## src/rtl/axis_rr_arbiter.sv

```systemverilog
// axis_rr_arbiter
// Packet-granular round-robin arbiter sharing one AXI-Stream sink among
// num_src burst masters. The grant is locked from a packet's first beat to
// its tlast beat, then priority rotates. A packet reaching max_len beats is
// forcibly terminated and flagged on len_err.
//
// Ports:
//   clk, rst        clock, synchronous active-low reset
//   s_data/s_valid/s_tlast/s_ready  per-source AXI-Stream slave side
//   m_data/m_valid/m_tlast/m_ready  shared AXI-Stream master side
//   grant           one-hot current grant (zero when idle)
//   busy            high while a packet is being transferred
//   len_err         one-cycle pulse after a packet was truncated
module axis_rr_arbiter #(
  parameter int data_width = 32,
  parameter int num_src    = 4,
  parameter int max_len    = 16,
  parameter int cnt_width  = 5
) (
  input  logic                          clk,
  input  logic                          rst,
  input  logic [num_src*data_width-1:0] s_data,
  input  logic [num_src-1:0]            s_valid,
  input  logic [num_src-1:0]            s_tlast,
  output logic [num_src-1:0]            s_ready,
  output logic [data_width-1:0]         m_data,
  output logic                          m_valid,
  output logic                          m_tlast,
  input  logic                          m_ready,
  output logic [num_src-1:0]            grant,
  output logic                          busy,
  output logic                          len_err
);

  localparam int PW = (num_src > 1) ? $clog2(num_src) : 1;

  typedef enum logic {IDLE, XFER} state_e;

  state_e               state_q, state_d;
  logic [num_src-1:0]   grant_q, grant_d;
  logic [PW-1:0]        last_q, last_d;   // doubles as the granted index in XFER
  logic [cnt_width-1:0] cnt_q, cnt_d;
  logic                 len_err_q, len_err_d;

  logic [PW-1:0]        cand;
  logic [PW-1:0]        sel_idx;
  logic                 sel_found;
  logic                 forced;
  logic                 hs;

  // Rotated priority search starting one past the last granted source.
  always_comb begin
    sel_found = 1'b0;
    sel_idx   = last_q;
    cand      = '0;
    for (int i = 1; i <= num_src; i++) begin
      cand = PW'((int'(last_q) + i) % num_src);
      if (!sel_found && s_valid[cand]) begin
        sel_found = 1'b1;
        sel_idx   = cand;
      end
    end
  end

  // Combinational datapath while a grant is held. s_ready is gated by reset
  // so nothing is accepted from a source while the block is being reset.
  always_comb begin
    m_data  = '0;
    m_valid = 1'b0;
    m_tlast = 1'b0;
    s_ready = '0;
    forced  = 1'b0;
    if (state_q == XFER) begin
      m_data  = s_data[int'(last_q)*data_width +: data_width];
      m_valid = s_valid[last_q];
      forced  = (cnt_q == cnt_width'(max_len - 1));
      m_tlast = s_tlast[last_q] | forced;
      if (rst) s_ready[last_q] = m_ready;
    end
  end

  assign hs = m_valid & m_ready;

  always_comb begin
    state_d   = state_q;
    grant_d   = grant_q;
    last_d    = last_q;
    cnt_d     = cnt_q;
    len_err_d = 1'b0;
    if (state_q == IDLE) begin
      if (sel_found) begin
        state_d          = XFER;
        grant_d          = '0;
        grant_d[sel_idx] = 1'b1;
        last_d           = sel_idx;
        cnt_d            = '0;
      end
    end else if (hs) begin
      if (m_tlast) begin
        state_d   = IDLE;
        grant_d   = '0;
        cnt_d     = '0;
        // Truncated packet: the source itself did not mark this beat last.
        len_err_d = ~s_tlast[last_q];
      end else begin
        cnt_d = cnt_q + 1'b1;
      end
    end
  end

  always_ff @(posedge clk) begin
    if (!rst) begin
      state_q   <= IDLE;
      grant_q   <= '0;
      last_q    <= PW'(num_src - 1);
      cnt_q     <= '0;
      len_err_q <= 1'b0;
    end else begin
      state_q   <= state_d;
      grant_q   <= grant_d;
      last_q    <= last_d;
      cnt_q     <= cnt_d;
      len_err_q <= len_err_d;
    end
  end

  assign grant   = grant_q;
  assign busy    = (state_q == XFER);
  assign len_err = len_err_q;

endmodule

```

## config.mk

```make
export PLATFORM = sky130hd
export DESIGN_NAME = axis_rr_arbiter
export DESIGN_NICKNAME = d
export VERILOG_FILES = /design/src/rtl/axis_rr_arbiter.sv
export SDC_FILE = /design/constraint.sdc
export NUM_CORES = 1
export LEC_CHECK = 0
export BUFFER_PORTS_ARGS = -buffer_cell sky130_fd_sc_hd__buf_2
export CORE_MARGIN = 3
export CORE_UTILIZATION = 41
export CTS_BUF_LIST = sky130_fd_sc_hd__clkbuf_8
export CTS_CLUSTER_DIAMETER = 80
export DETAILED_ROUTE_END_ITERATION = 7
export PLACE_DENSITY = 0.88
export SYNTH_ARGS = -nofsm -noshare
export SYNTH_HDL_FRONTEND = slang
export SYNTH_SLANG_ARGS = --single-unit
```

## constraint.sdc

```tcl
create_clock -name clk -period 4.09 [get_ports clk]
set_clock_uncertainty 0.05 [all_clocks]
set_input_delay 0.818 -clock clk [delete_from_list [all_inputs] [get_ports clk]]
set_output_delay 0.818 -clock clk [all_outputs]
set_load 0.02 [all_outputs]
```

==> results.toml <==
[status]
status = "complete, no violations"

[place]
place_congestion = 0.913
pre_cts_ws_ps = 1000
dp_hpwl_um = 5860
placed_cells = 399
placed_cell_area_um2 = 2830
io_buffer_count = 182

[detailed_routing]
dr_total_vias = 2243
wl_um = 6920
drc = 0
avgRoutedWirePerCell_um = 17.1
via_per_inst = 5.55
drt_iter0_markers = 75
first_pass_iters = 4
ant_nets = 0

[layout]
layout_commonest_cell = "buf_2"
mostFrequentLayoutCells = "182 x buf_2, 37 x and2_1, 33 x mux4_2"
drive_gt1_frac = 0.664
final_util = 0.647
nets = 497
layout.cells.non_filler = 404
design_area_um2 = 2880
syn2layout_area_growth_pct = 49.2

[critical_path]
arrival_ps = 2410
worst-setup-path-type = "flop to output port"
reg2regPathDepth = 6
cp_top_family = "flip-flops"
cpPeakStageDelay_ps = 900
path_cells = "buf_4 -> mux4_2 -> and2_1 -> buf_2"
crit_path_end_kind = "output port"
slowest_stage = "dfxtp_2"
worstPathMaxFanout = 30
cp_num_buf_inv = 2
start_kind = "flop"
crit_required_ps = 3220
cp_num_cells = 4

[timing]
period_needed_ps = 3280
timing.slew.headroom = 0.417
rsz0062_at_grt = "false"
setup_tns_ps = 0
fin_crit_sh = 0.802
drv_slew = 0
hold_violations = 0
tightest_slew_ps = 875
timing.final.ws_setup_ps = 809
setup_violations = 0
hold_slack_ps = 393
max_freq_ghz = 0.305

[clock_network]
clkLatencyLatePin_ps = 240
clk_path_buf_depth = 2
cts_resized = 0
cts_tree = "done"
htree_num_levels = 1
post_cts_buffers = 0
path_clk_slew_ps = 60
cts_root_buffer = "clkbuf_8"
hold_buffers = 0
clkSinkCount = 13
cts_buffers = 3

[floorplanning]
start_util = 0.434
rows = 24
die-width_um = 74.6
dieArea_um2 = 5560
die_h_um = 74.6
pin_count = 183
fp.coreArea_um2 = 4440

[logic_synthesis]
synth_nets = 324
netlist_area_um2 = 1930
ys_seq_area_frac = 0.135
yosysWarnings = 0
syn_avg_cell_area_um2 = 10.8
synthCells = 179
synth-seq-cells = 13
synth.distinct_cells = 42

[power]
finalPower_mw = 0.784
pwr_density_cell_nw_per_um2 = 273
p_leak_nw = 1.48
ir_worst_vdd_v = 0.000139

[hold_path]
min_path_type = "flop to flop"
min_path_cells = 2

[job]
cap_violations = 0

[global_route]
grt_max_degree = 31
grt_pass1_vias = 2171
grt_overflow = 0
grt_pass1_wl_um = 10400
antenna_found_initial = 5
track_usage = 0.244
## synth_stat cells
cell / n / area (µm²)
or4_4: 1 / 11.3
and2_1: 37 / 231
a211o_1: 1 / 8.76
mux2i_1: 5 / 50.1
a31oi_1: 1 / 6.26
buf_4: 1 / 7.51
nor3_1: 1 / 5.00
a211o_2: 1 / 10.0
mux4_2: 33 / 743
o221ai_1: 1 / 8.76
o211ai_4: 1 / 21.3
nand2_1: 4 / 15.0
a211oi_1: 5 / 37.5
o22ai_1: 3 / 18.8
nand2b_1: 1 / 6.26
buf_6: 3 / 33.8
o21ai_0: 6 / 30.0
a2111oi_2: 1 / 15.0
buf_2: 7 / 35.0
clkbuf_2: 1 / 5.00
inv_1: 9 / 33.8
nand2_2: 1 / 6.26
nand4_1: 1 / 6.26
clkbuf_1: 5 / 18.8
or3_1: 4 / 25.0
a21oi_1: 7 / 35.0
a221oi_1: 1 / 8.76
a2bb2o_4: 1 / 20.0
o221a_4: 1 / 20.0
a221o_1: 1 / 10.0
nand3b_1: 1 / 7.51
mux2_2: 2 / 22.5
a2111oi_0: 1 / 8.76
and3_1: 2 / 12.5
nor2_2: 1 / 6.26
o211ai_1: 2 / 15.0
nor2_1: 3 / 11.3
nor4_1: 1 / 6.26
dfxtp_1: 13 / 260
o22a_1: 1 / 8.76
o2bb2ai_1: 1 / 8.76
ha_1: 6 / 75.1
## routing by layer
layer  GRT usage  part of all wire
met3      0.0797              0.10
met1       0.270              0.35
met4      0.0830             0.034
met5           0            0.0058
met2       0.437              0.51
## path summary, 6_finish.rpt
check                               start         end  slack (ps)
worst max-delay path            last_q[0]  m_data[17]         810
worst min register to register   grant[0]    grant[0]         390
worst max register to register  last_q[0]    grant[2]        1180
worst min-delay path             grant[0]    grant[0]         390
## sequential cells by signal, summed over array words and instances, names as in the netlist
| signal | cells |
|---|---|
| grant | 4 |
| last_q | 2 |
| busy | 1 |
| len_err | 1 |
| cnt_q | 5 |
## cell type report
type / instances / area, µm²
diodes: 1 / 2.50
clock buffers: 3 / 41.3
clock inverters: 1 / 3.75
fillers: 380 / 1570
inverters: 9 / 33.8
multi-input cells: 140 / 1530
flip-flops and latches: 13 / 263
well taps: 52 / 65.1
repair buffers: 185 / 933
## tightest hold or removal path: cells and delay by family (launching register included)
kind	cells	cell delay, ps
compound gates	1	50
flops	1	300
buf+inv	1	40
## kinds of logic after synthesis
kind of cell / synth area share
compound gates: 0.151
fa+ha+maj: 0.0390
buf+inv: 0.0695
flops: 0.135
mux: 0.423
simple gates: 0.182
## report_power, final
group | internal [mW] | switching (mW) | total, mW
Combinational | 0.266 | 0.220 | 0.486
Clock | 0.0664 | 0.0479 | 0.114
Sequential | 0.139 | 0.0447 | 0.184
Total | 0.471 | 0.313 | 0.784
(Power assumes the default switching activity.)
